--- config.mk ---
export PLATFORM = sky130hd
export DESIGN_NAME = edge_frame_ctrl_flat
export DESIGN_NICKNAME = d
export VERILOG_FILES = /design/src/rtl/edge_frame_ctrl_pkg.sv /design/src/rtl/edge_frame_ctrl_if.sv /design/src/rtl/frame_geom_check.sv /design/src/rtl/edge_frame_ctrl.sv /design/src/flat_wrapper.sv
export SDC_FILE = /design/constraint.sdc
export NUM_CORES = 1
export LEC_CHECK = 0
export ABC_CLOCK_PERIOD_IN_PS = 5800
export CAP_MARGIN = 25
export CELL_PAD_IN_SITES_DETAIL_PLACEMENT = 0
export CELL_PAD_IN_SITES_GLOBAL_PLACEMENT = 2
export CORE_MARGIN = 2
export CORE_UTILIZATION = 32
export DETAILED_ROUTE_END_ITERATION = 7
export GPL_TIMING_DRIVEN = 0
export PLACE_DENSITY = 0.87
export SLEW_MARGIN = 20
export SYNTH_ARGS = -nofsm -noshare
export SYNTH_HDL_FRONTEND = slang
export SYNTH_SLANG_ARGS = --single-unit
--- constraint.sdc ---
create_clock -name clk -period 5.8 [get_ports clk]
set_input_delay 1.16 -clock clk [delete_from_list [all_inputs] [get_ports clk]]
set_output_delay 1.16 -clock clk [all_outputs]
set_load 0.02 [all_outputs]
--- src/rtl/edge_frame_ctrl_pkg.sv ---
// Shared types and widths for the edge-detector frame controller.
package edge_frame_ctrl_pkg;

   typedef enum logic [1:0] {
      ST_IDLE   = 2'd0,
      ST_ARM    = 2'd1,
      ST_ACTIVE = 2'd2
   } state_e;

   localparam int CNT_W       = 12;
   localparam int FRAME_CNT_W = 16;

   localparam logic [CNT_W-1:0] CNT_MAX = '1;

   // Geometry counters stick at full scale instead of wrapping to a bogus small count.
   function automatic logic [CNT_W-1:0] sat_inc(input logic [CNT_W-1:0] v);
      return (v == CNT_MAX) ? v : v + CNT_W'(1);
   endfunction

endpackage

--- src/rtl/edge_frame_ctrl_if.sv ---
// Video stream between grayscale source, frame controller and Sobel detector.
interface edge_frame_ctrl_if;

   // No ready exists: de qualifies data, the stream can never stall, and out_*
   // follow in_* by exactly one register stage whenever the controller forwards.
   logic       in_hsync;
   logic       in_vsync;
   logic       in_de;
   logic [7:0] in_data;
   logic       out_hsync;
   logic       out_vsync;
   logic       out_de;
   logic [7:0] out_data;

   modport master (
      output in_hsync, in_vsync, in_de, in_data,
      input  out_hsync, out_vsync, out_de, out_data
   );

   modport slave (
      input  in_hsync, in_vsync, in_de, in_data,
      output out_hsync, out_vsync, out_de, out_data
   );

endinterface

--- src/rtl/frame_geom_check.sv ---
// Sync edge detection plus per-line pixel and per-frame line counting against
// the expected display geometry.
module frame_geom_check
   import edge_frame_ctrl_pkg::*;
#(
   parameter int H_DISP = 640,
   parameter int V_DISP = 480
) (
   input  logic clk,
   input  logic rst,
   input  logic in_vsync,
   input  logic in_de,
   output logic fb,
   output logic line_err,
   output logic frame_err
);

   localparam logic [CNT_W-1:0] H_CNT = CNT_W'(H_DISP);
   localparam logic [CNT_W-1:0] V_CNT = CNT_W'(V_DISP);

   logic             vsync_d;
   logic             de_d;
   logic             de_fall;
   logic [CNT_W-1:0] pix_cnt;
   logic [CNT_W-1:0] line_cnt;

   assign fb        = in_vsync & ~vsync_d;
   assign de_fall   = de_d & ~in_de;
   assign line_err  = de_fall & (pix_cnt != H_CNT);
   assign frame_err = fb & (line_cnt != V_CNT);

   // A frame boundary restarts both counts; the line just finished is judged
   // on the cycle de falls, before its pixel count is discarded.
   always_ff @(posedge clk) begin
      if (rst) begin
         vsync_d  <= 1'b0;
         de_d     <= 1'b0;
         pix_cnt  <= '0;
         line_cnt <= '0;
      end else begin
         vsync_d <= in_vsync;
         de_d    <= in_de;
         if (fb) begin
            pix_cnt  <= '0;
            line_cnt <= '0;
         end else if (in_de) begin
            pix_cnt <= sat_inc(pix_cnt);
         end else begin
            pix_cnt <= '0;
            if (de_fall) line_cnt <= sat_inc(line_cnt);
         end
      end
   end

endmodule

--- src/rtl/edge_frame_ctrl.sv ---
// Frame-aligned gate in front of the Sobel detector: run/stop/single-shot,
// shadowed threshold, frame counting and sticky geometry errors.
module edge_frame_ctrl
   import edge_frame_ctrl_pkg::*;
#(
   parameter int H_DISP = 640,
   parameter int V_DISP = 480
) (
   input  logic                   clk,
   input  logic                   rst,
   input  logic                   cfg_run,
   input  logic                   cfg_single,
   input  logic [7:0]             cfg_value,
   input  logic                   err_clr,
   edge_frame_ctrl_if.slave       vid,
   output logic [7:0]             value_out,
   output logic                   busy,
   output logic                   frame_done,
   output logic [FRAME_CNT_W-1:0] frame_cnt,
   output logic                   err_line,
   output logic                   err_frame,
   output state_e                 dbg_state
);

   state_e state;
   state_e state_nxt;
   logic   single_flag;
   logic   single_nxt;
   logic   fwd;
   logic   load_value;
   logic   frame_end;
   logic   fb;
   logic   line_err;
   logic   frame_err;

   frame_geom_check #(
      .H_DISP (H_DISP),
      .V_DISP (V_DISP)
   ) u_geom (
      .clk       (clk),
      .rst       (rst),
      .in_vsync  (vid.in_vsync),
      .in_de     (vid.in_de),
      .fb        (fb),
      .line_err  (line_err),
      .frame_err (frame_err)
   );

   // fwd marks cycles whose input is passed on; the boundary cycle that opens
   // a forwarded frame is forwarded, the one that closes the last frame is not.
   always_comb begin
      state_nxt  = state;
      single_nxt = single_flag;
      fwd        = 1'b0;
      load_value = 1'b0;
      frame_end  = 1'b0;
      case (state)
         ST_IDLE: begin
            if (cfg_run || cfg_single) begin
               state_nxt  = ST_ARM;
               single_nxt = cfg_single;
            end
         end
         ST_ARM: begin
            if (fb) begin
               state_nxt  = ST_ACTIVE;
               load_value = 1'b1;
               fwd        = 1'b1;
            end
         end
         ST_ACTIVE: begin
            if (fb) begin
               frame_end = 1'b1;
               if (single_flag || !cfg_run) begin
                  state_nxt  = ST_IDLE;
                  single_nxt = 1'b0;
               end else begin
                  load_value = 1'b1;
                  fwd        = 1'b1;
               end
            end else begin
               fwd = 1'b1;
            end
         end
         default: state_nxt = ST_IDLE;
      endcase
   end

   always_ff @(posedge clk) begin
      if (rst) begin
         state       <= ST_IDLE;
         single_flag <= 1'b0;
      end else begin
         state       <= state_nxt;
         single_flag <= single_nxt;
      end
   end

   always_ff @(posedge clk) begin
      if (rst) begin
         vid.out_hsync <= 1'b0;
         vid.out_vsync <= 1'b0;
         vid.out_de    <= 1'b0;
         vid.out_data  <= '0;
      end else begin
         vid.out_hsync <= fwd & vid.in_hsync;
         vid.out_vsync <= fwd & vid.in_vsync;
         vid.out_de    <= fwd & vid.in_de;
         vid.out_data  <= fwd ? vid.in_data : '0;
      end
   end

   // A new error event in the same cycle as err_clr keeps the flag set.
   always_ff @(posedge clk) begin
      if (rst) begin
         value_out  <= '0;
         frame_done <= 1'b0;
         frame_cnt  <= '0;
         err_line   <= 1'b0;
         err_frame  <= 1'b0;
      end else begin
         if (load_value) value_out <= cfg_value;
         frame_done <= frame_end;
         if (frame_end) frame_cnt <= frame_cnt + FRAME_CNT_W'(1);
         err_line  <= (line_err && state == ST_ACTIVE) || (err_line && !err_clr);
         err_frame <= (frame_end && frame_err) || (err_frame && !err_clr);
      end
   end

   assign busy      = (state != ST_IDLE);
   assign dbg_state = state;

endmodule

--- src/flat_wrapper.sv ---
// flat-port wrapper written by rule: the top's interface ports become plain ports
module edge_frame_ctrl_flat import edge_frame_ctrl_pkg::*;
#(
   parameter int H_DISP = 640,
   parameter int V_DISP = 480
)
  (clk, rst, cfg_run, cfg_single, cfg_value, err_clr, value_out, busy, frame_done, frame_cnt, err_line, err_frame, dbg_state, vid_in_hsync, vid_in_vsync, vid_in_de, vid_in_data, vid_out_hsync, vid_out_vsync, vid_out_de, vid_out_data);
  edge_frame_ctrl_if vid_i ();
  input  logic clk;
  input  logic rst;
  input  logic cfg_run;
  input  logic cfg_single;
  input  logic [7:0] cfg_value;
  input  logic err_clr;
  output logic [7:0] value_out;
  output logic busy;
  output logic frame_done;
  output logic [FRAME_CNT_W-1:0] frame_cnt;
  output logic err_line;
  output logic err_frame;
  output state_e dbg_state;
  input wire logic [$bits(vid_i.in_hsync)-1:0] vid_in_hsync;
  input wire logic [$bits(vid_i.in_vsync)-1:0] vid_in_vsync;
  input wire logic [$bits(vid_i.in_de)-1:0] vid_in_de;
  input wire logic [$bits(vid_i.in_data)-1:0] vid_in_data;
  output wire logic [$bits(vid_i.out_hsync)-1:0] vid_out_hsync;
  output wire logic [$bits(vid_i.out_vsync)-1:0] vid_out_vsync;
  output wire logic [$bits(vid_i.out_de)-1:0] vid_out_de;
  output wire logic [$bits(vid_i.out_data)-1:0] vid_out_data;
  assign vid_i.in_hsync = vid_in_hsync;
  assign vid_i.in_vsync = vid_in_vsync;
  assign vid_i.in_de = vid_in_de;
  assign vid_i.in_data = vid_in_data;
  assign vid_out_hsync = vid_i.out_hsync;
  assign vid_out_vsync = vid_i.out_vsync;
  assign vid_out_de = vid_i.out_de;
  assign vid_out_data = vid_i.out_data;
  edge_frame_ctrl #(.H_DISP(H_DISP), .V_DISP(V_DISP)) u_core (.clk(clk), .rst(rst), .cfg_run(cfg_run), .cfg_single(cfg_single), .cfg_value(cfg_value), .err_clr(err_clr), .vid(vid_i), .value_out(value_out), .busy(busy), .frame_done(frame_done), .frame_cnt(frame_cnt), .err_line(err_line), .err_frame(err_frame), .dbg_state(dbg_state));
endmodule
After elaboration in Yosys (flattened, before gate mapping)
Cells that the tools add are included.
{ "totals": {"register_bits": 67, "latchBits": 0, "ram_bits": 0, "rom_bits": 0, "inputBits": 24, "output_inout_bits": 41, "wordCells": 74, "memories": 0} }
{ "classes": {"n_addsub": 3, "multipliers": 0, "div_mod_pow": 0, "magnitude_cmp": 0, "eq_ne": 10, "shift": 0, "mux": 16, "n_bitwise": 11, "reduce_logical": 19} }
{ "ops": {"columns": ["operator", "n"], "rows": [
  ["12-bit by 1-bit adder with 12-bit output (second input constant)", 2],
  ["12-bit == test (second input constant)", 2],
  ["16-bit by 1-bit adder with 16-bit output (second input constant)", 1],
  ["12-bit by 10-bit inequality test with 1-bit output (second input constant)", 1],
  ["12-bit by 9-bit inequality test with 1-bit output (second input constant)", 1],
  ["1-bit two-way mux", 8],
  ["2-bit two-way mux", 4],
  ["4-bit AND reduction", 2],
  ["1-bit AND", 7],
  ["1-bit one-hot mux with 2 select lines", 3],
  ["2-bit one-hot mux with 3 select lines", 1],
  ["1-bit logical AND", 4],
  ["1-bit logical OR", 4],
  ["2-bit by 1-bit inequality test with 1-bit output (second input constant)", 2],
  ["2-bit inequality test (second input constant)", 2],
  ["1-bit inverter", 4],
  ["2-bit nonzero test", 2],
  ["2-bit OR reduction", 2],
  ["3-bit AND reduction", 1],
  ["3-bit OR reduction", 1],
  ["2-bit by 1-bit == test with 1-bit output (second input constant)", 1],
  ["2-bit == test (second input constant)", 1],
  ["1-bit logical NOT", 2],
  ["2-bit logical NOT", 1]
]} }

Depth between registers and ports, before layout
Gate-level depths: netlist (run 1).
{ "depth": {"ltp_word": 7, "mapped_depth": 7, "ltp_nobuf": 6} }

By module
From an unflattened synthesis (run 1), not the netlist that was laid out.
{ "hier_totals": {"hier_cells": 329, "area_unflattened_um2": 3012.9} }
{ "by_module_without_submodules": {"columns": ["mod", "n_inst", "cells_each", "area_per_inst_um2", "seq_area_each_um2"], "rows": [
  ["edge_frame_ctrl", 1, 174, 1669.1, 820.8],
  ["frame_geom_check", 1, 155, 1343.8, 520.5]
]} }

Least setup slack after synthesis (run 1)
Ideal clock, no wire load.
{ "synth_timing": {"path_kind": "input-to-reg", "start": "in vid_in_vsync", "end": "reg u_core.frame_cnt[15]", "setup_time_ns": 0.070, "arrival_ns": 2.504, "t_required_ns": 5.730, "setup_slack_ns": 3.226, "cell_stages": 5, "path_buffers": 1, "path_cell_list": "nand3b_2 -> or4_1 -> buf_2 -> or4_1 -> a21oi_1"} }
{ "synth_via": {"elab_chain_len": 3} }
{ "synth_lines": {"columns": ["element", "line", "text"], "rows": [
  ["start, declared", "flat_wrapper.sv:23", "input wire logic [$bits(vid_i.in_vsync)-1:0] vid_in_vsync;"],
  ["1-bit AND", "frame_geom_check.sv:27", "assign fb = in_vsync & ~vsync_d;"],
  ["1-bit two-way mux", "edge_frame_ctrl.sv:72", "if (fb) begin"],
  ["1-bit two-way mux", "edge_frame_ctrl.sv:57", "case (state)"],
  ["end signal, assigned", "edge_frame_ctrl.sv:124", "if (frame_end) frame_cnt <= frame_cnt + FRAME_CNT_W'(1);"],
  ["end, declared", "edge_frame_ctrl.sv:19", "output logic [FRAME_CNT_W-1:0] frame_cnt,"]
]} }
Every way passes these cells.
A chain may end at the register's enable or synchronous reset.

Worst setup path after layout (run 1)
Ends and elaborated chain as after synthesis.

==> impl_metrics.yaml, run 1 <==
run_status:
  status: "finished clean"
cts:
  cts_resized: 0
  root_buffer: "clkbuf_8"
  h-tree-depth: 3
  cts_max_path_buffers: 2
  numCtsBuffers: 9
  path_clk_slew_ns: 0.06
  ctsHoldBuffers: 0
  clock-sinks: 67
  cts_setup_buffers: 0
  clk_latency_ns: 0.34
  cts_tree: "yes"
global_route:
  grt_usage: 0.150
  overflow: 0
  grt_max_degree: 12
  grt_pass1_vias: 2414
  grt_pass1_wl_um: 11900
  antenna_found_initial: 0
synth:
  syn_inst: 328
  synth.distinct_cells: 45
  synthesis.nets: 361
  syn_area_mm2: 0.00296
  synth_seq_cells: 67
  synth_seq_area_share: 0.453
  postSynthAreaPerCell_um2: 9.04
  synth_enable_flop_cells: 0
  synth-warning-count: 0
  async_reset_ff_frac: 0
  synthFlopType: "dfxtp_1"
placement:
  place.gp.congestion: 0.815
  dp_hpwl_um: 5170
  port_buffers: 63
die:
  core-area_mm2: 0.00911
  io_pins: 65
  start_util: 0.325
  die_w_um: 100
  die-height_um: 100
  die-area_mm2: 0.0100
  rows: 35
min_path:
  hold_end: "u_core.single_flag"
  worstHoldStart: "u_core.single_flag"
  holdPathStages: 2
  hold_path_class: "reg2reg"
sta:
  setup_viol: 0
  fin_skew_ns: 0.0103
  fin_crit_sh: 0.526
  max_slew_margin: 0.422
  fin_tns_setup_ns: 0
  worstMarginPinSlew_ns: 0.860
  period_minus_slack_ns: 3.05
  rsz0062_at_grt: "false"
  max_freq_mhz: 328
  hold_viol: 0
  hold_ws_ns: 0.475
  drv_slew: 0
setup_path:
  critical_path.endpoint_type: "register"
  required_ns: 6.06
  cp_slowest_stage_delay_ns: 0.61
  slowest_stage: "clkdlybuf4s50_1"
  crit_top_cell: "or4_1"
  worst_ep_arrival_time_ns: 3.31
  setup.worst_path.start: "vid_in_vsync"
  r2r.worst_path.cells: 7
  start_kind: "input pin"
  worstSetupPathType: "in2reg"
  cp_max_fo: 9
  path_cells: "clkdlybuf4s50_1 > nand3b_2 > or4_1 > buf_2 > or4_1 > a21oi_1"
  r2r_slack_ns: 3.35
  regToRegEndpoint: "u_core.frame_cnt[15]"
  timing.rr.start: "u_core.dbg_state[0]"
job:
  maxCapViolCount: 0
power_and_ir_drop:
  leakage_nw: 1.44
  p_per_area_mw_per_mm2: 272
  vdd_drop_max_mv: 0.147
routing:
  vias: 2598
  via_per_inst: 5.02
  route.detailed.wl_per_inst_um: 13.6
  antenna_left: 0
  drt-pass1-iter-count: 4
  drc: 0
  routed_wl_um: 7030
  first_iter_violations: 120
final_layout:
  syn_to_final_growth_pct: 33.6
  num-nets-final: 435
  drive_gt1_frac: 0.0590
  final_util: 0.435
  n_antenna_cell: 0
cell type report:
cell class | instances | area [um2]
fillers | 917 | 5150
multi-input cells | 238 | 1520
flip-flops and latches | 67 | 1340
repair buffers | 63 | 631
clock buffers | 11 | 151
well taps | 111 | 139
clock inverters | 5 | 75.1
inverters | 14 | 52.6
plain buffers | 9 | 46.3
sequential cells by signal, indices dropped and copies added, names as in the netlist, 2 cells and up:
| signal | cells |
|---|---|
| u_core.frame_cnt | 16 |
| u_core.vid.out_data | 8 |
| u_core.u_geom.pix_cnt | 12 |
| u_core.dbg_state | 2 |
| u_core.value_out | 8 |
| u_core.u_geom.line_cnt | 12 |
logic make-up after synthesis:
family / count (synthesis) / synth area share
AO/OA/AOI/OAI: 58 / 0.122
XOR/XNOR: 14 / 0.0414
adder cells (fa/ha/maj): 9 / 0.0380
buffers and inverters: 23 / 0.0333
flip-flops: 67 / 0.453
multiplexers: 13 / 0.0439
AND/OR/NAND/NOR: 144 / 0.268
worst max path at each step:
stage,end,cells after the start
floorplan,u_core.frame_cnt[15],5
global placement,u_core.frame_cnt[15],6
detailed placement,u_core.frame_cnt[15],6
CTS,u_core.frame_cnt[15],6
global route,u_core.vid.out_de,6
finish,u_core.frame_cnt[15],6
stage by stage:
| stage | setup WS [ns] | cells | cell area (um2) | power [mW] |
|---|---|---|---|---|
| 2_1_floorplan | 3.23 | 328 | 2960 | 0.584 |
| 3_3_place_gp | 2.42 | 502 | 3730 | 0.652 |
| 3_5_place_dp | 2.42 | 502 | 3730 | 0.653 |
| 4_1_cts | 2.77 | 518 | 3960 | 1.10 |
| 5_1_grt | 2.64 | 518 | 3960 | 1.14 |
| 6_report | 2.75 | 518 | 3960 | 1.08 |
worst max-delay path: cells and delay by family:
family	cells	cell delay, ns
buf+inv	2	0.79
compound gates	1	0.16
simple gates	3	1.19
synth_stat cells, types with 5 or more instances:
library cell	number	area share
or3_1	12	0.025
xnor2_1	11	0.033
and2_1	14	0.030
mux2i_1	13	0.044
nand2_1	20	0.025
o21ai_0	13	0.022
a21oi_1	22	0.037
clkbuf_1	6	0.0076
nand3_1	12	0.020
ha_1	9	0.038
nor3_1	8	0.014
dfxtp_1	67	0.45
nor2_1	34	0.043
o31ai_1	5	0.013
nand4_1	10	0.021
inv_1	14	0.018
report_power, final:
part           switching (mW)  internal [mW]  total (mW)  leakage, nW
clock network           0.174          0.263       0.438        0.119
registers              0.0106          0.476       0.486        0.541
logic                  0.0799         0.0735       0.153        0.775
total                   0.265          0.813        1.08         1.44
cells in the final DEF (no fill, tap or decap), types with 3 or more instances in the layout:
master | netlist | final
nand4b_1 | 3 | 3
nor2b_1 | 4 | 4
or3_1 | 12 | 12
o21ai_0 | 13 | 13
or4_1 | 4 | 4
nor4_1 | 4 | 4
a31oi_1 | 4 | 4
o31ai_1 | 5 | 5
clkinv_2 | 0 | 3
clkbuf_8 | 0 | 11
dfxtp_1 | 67 | 67
a211oi_1 | 3 | 3
xor2_1 | 3 | 3
nand3_1 | 12 | 12
clkbuf_1 | 6 | 6
and4_1 | 4 | 4
nand2_1 | 20 | 20
a21oi_1 | 22 | 22
nor3_1 | 8 | 8
ha_1 | 9 | 9
mux2i_1 | 13 | 13
nand4_1 | 10 | 10
and2_1 | 14 | 14
xnor2_1 | 11 | 11
nor2_1 | 34 | 34
clkdlybuf4s50_1 | 0 | 63
and3_1 | 3 | 3
inv_1 | 14 | 14
nand2b_1 | 3 | 3
routing by layer:
| layer | GRT usage | vias to the layer above | wire length, um |
|---|---|---|---|
| met3 | 0.0599 | 5 | 431 |
| li1 | - | 1329 | - |
| met2 | 0.233 | 68 | 3250 |
| met1 | 0.190 | 1196 | 3300 |
| met5 | 0 | - | 0 |
| met4 | 0.0474 | 0 | 50 |
Note: power is estimated with default switching activity, not from simulation.
==> inputs of run 2 (changes only) <==
--- a/config.mk
+++ b/config.mk
@@ -5,15 +5,15 @@
 export SDC_FILE = /design/constraint.sdc
 export NUM_CORES = 1
 export LEC_CHECK = 0
-export ABC_CLOCK_PERIOD_IN_PS = 5800
+export ABC_CLOCK_PERIOD_IN_PS = 2600
 export CAP_MARGIN = 25
 export CELL_PAD_IN_SITES_DETAIL_PLACEMENT = 0
 export CELL_PAD_IN_SITES_GLOBAL_PLACEMENT = 2
 export CORE_MARGIN = 2
-export CORE_UTILIZATION = 32
+export CORE_UTILIZATION = 27
 export DETAILED_ROUTE_END_ITERATION = 7
 export GPL_TIMING_DRIVEN = 0
-export PLACE_DENSITY = 0.87
+export PLACE_DENSITY = 0.79
 export SLEW_MARGIN = 20
 export SYNTH_ARGS = -nofsm -noshare
 export SYNTH_HDL_FRONTEND = slang
==> constraint.sdc (replaced) <==
create_clock -name clk -period 2.6 [get_ports clk]
set_input_delay 0.52 -clock clk [delete_from_list [all_inputs] [get_ports clk]]
set_output_delay 0.52 -clock clk [all_outputs]
set_load 0.02 [all_outputs]
==> run 2 against run 1 <==
Effect of this change:
- clock power is 130% higher
- flip-flop and latch count did not move
- sequential power increased by 120%
- global-route usage down 1.9 points
- via count up 1.2%
- sequential share of layout area down 0.32 points
- hold slack better by 0.0078 ns
- register-to-register slack lost 3.2 ns
- worst setup slack got worse by 2.6 ns
- combinational power up 130%
==> impl_metrics.yaml, run 2 (synthesis results as in run 1) <==
run_status:
  status: "finished clean"
sta:
  max_freq_mhz: 413
  worstMarginPinSlew_ns: 0.815
  setup_viol: 0
  max_slew_margin: 0.453
  drv_slew: 0
  fin_skew_ns: 0.0116
  rsz0062_at_grt: "false"
  period_minus_slack_ns: 2.42
  fin_crit_sh: 0.930
  hold_viol: 0
final_layout:
  final_cell_mix: "dfxtp_1 (67), clkdlybuf4s50_1 (63), nor2_1 (34)"
  final_util: 0.370
  largest_reg_flops: 16
  drive_gt1_frac: 0.0565
  largest-register: "u_core.frame_cnt"
  final_cells: 547
  syn_to_final_growth_pct: 34.9
  layout_commonest_cell: "dfxtp_1"
  final_area_mm2: 0.00400
  num-nets-final: 435
  reg_top3: "u_core.frame_cnt (16), u_core.u_geom.line_cnt (12), u_core.u_geom.pix_cnt (12)"
  n_antenna_cell: 0
cts:
  path_clk_slew_ns: 0.08
  ctsHoldBuffers: 0
  cts_resized: 0
  cts_tree: "yes"
  cts_setup_buffers: 0
  clk_latency_ns: 0.35
  cts_max_path_buffers: 2
  clock-sinks: 67
  numCtsBuffers: 9
  h-tree-depth: 3
  root_buffer: "clkbuf_8"
setup_path:
  r2r_slack_ns: 0.18
  cp_max_fo: 9
  timing.rr.start: "u_core.dbg_state[0]"
  r2r.worst_path.cells: 7
  worstSetupPathType: "reg2reg"
  critical_path.endpoint_type: "register"
  required_ns: 2.89
  worst_ep_arrival_time_ns: 2.71
  start_kind: "register"
  regToRegEndpoint: "u_core.frame_cnt[15]"
global_route:
  grt_max_degree: 12
  antenna_found_initial: 0
  grt_usage: 0.131
  overflow: 0
  grt_pass1_wl_um: 11900
  grt_pass1_vias: 2481
min_path:
  holdPathStages: 2
  hold_path_class: "reg2reg"
  worstHoldStart: "u_core.single_flag"
  hold_end: "u_core.single_flag"
power_and_ir_drop:
  leakage_nw: 1.43
  p_per_area_mw_per_mm2: 608
  vdd_drop_max_mv: 0.398
routing:
  drc: 0
  vias: 2628
  route.detailed.wl_per_inst_um: 13.4
  via_per_inst: 4.80
  routed_wl_um: 7310
  antenna_left: 0
  first_iter_violations: 88
  drt-pass1-iter-count: 6
die:
  start_util: 0.275
  die_w_um: 109
  die-area_mm2: 0.0118
  die-height_um: 109
  rows: 38
  io_pins: 65
  core-area_mm2: 0.0108
placement:
  port_buffers: 63
  place.gp.congestion: 0.769
  place_area_mm2: 0.00377
  dp_hpwl_um: 5370
  placed_cells: 531
job:
  maxCapViolCount: 0
-- run 2: changes by cell type in the layout (fill, tap and decap cells not counted), sizes merged --
cell,delta
clkinv,-2
clkbuf,+1
clkinvlp,+1
-- run 2: per-stage QoR --
stage / power (mW) / TNS (ns) / worst slack (ns) / hold slack [ns]
floorplan: 1.30 / 0 / 0.398 / 0.444
global placement: 1.46 / -0.582 / -0.108 / 0.466
detailed placement: 1.46 / -1.59 / -0.146 / 0.475
CTS: 2.47 / 0 / 0.155 / 0.479
global route: 2.55 / 0 / 0.00867 / 0.523
finish: 2.43 / 0 / 0.181 / 0.483
-- run 2: layout make-up --
class                      count  area (um2)
buffer                         9        46.3
sequential                    67        1340
multi-input combinational    238        1520
timing repair buffer          63         631
clock buffer                  12         155
inverter                      14        52.6
clock inverter                 4        72.6
fill                        1114        6800
tap                          140         175
-- run 2: report_power, final --
part,total [mW],internal (mW),leakage [nW],switching (mW)
Combinational,0.347,0.164,0.775,0.183
Sequential,1.08,1.06,0.541,0.0225
Clock,0.999,0.591,0.113,0.408
-- run 2: worst max-delay path by stage --
stage                             start                    to  cells past startpoint
floorplan           u_core.dbg_state[0]  u_core.frame_cnt[15]                      7
global placement           vid_in_vsync  u_core.frame_cnt[15]                      6
detailed placement         vid_in_vsync  u_core.frame_cnt[15]                      6
CTS                 u_core.dbg_state[0]  u_core.frame_cnt[15]                      7
global route        u_core.dbg_state[0]  u_core.frame_cnt[15]                      7
finish              u_core.dbg_state[0]  u_core.frame_cnt[15]                      7
-- run 2: routing by layer --
layer	GRT usage	vias to the layer above	routed length, um
met5	0	-	0
met3	0.0526	12	462
met1	0.154	1220	3250
met4	0.0467	0	106
met2	0.215	64	3490
li1	-	1332	-
-- run 2: worst max-delay path, stage by stage, from the launching register on --
cell      delay (ns)
dfxtp_1         0.34
inv_1           0.11
ha_1            0.33
nand3b_2        0.21
or4_1           0.53
buf_2           0.19
or4_1           0.49
a21oi_1         0.15
==> inputs of run 3 (changes only) <==
--- a/config.mk
+++ b/config.mk
@@ -11,6 +11,7 @@
 export CELL_PAD_IN_SITES_GLOBAL_PLACEMENT = 2
 export CORE_MARGIN = 2
 export CORE_UTILIZATION = 27
+export CTS_CLUSTER_DIAMETER = 40
 export DETAILED_ROUTE_END_ITERATION = 7
 export GPL_TIMING_DRIVEN = 0
 export PLACE_DENSITY = 0.79
==> results of run 3 <==
Same layout as run 2: the final DEF is identical, and so are final timing and power.
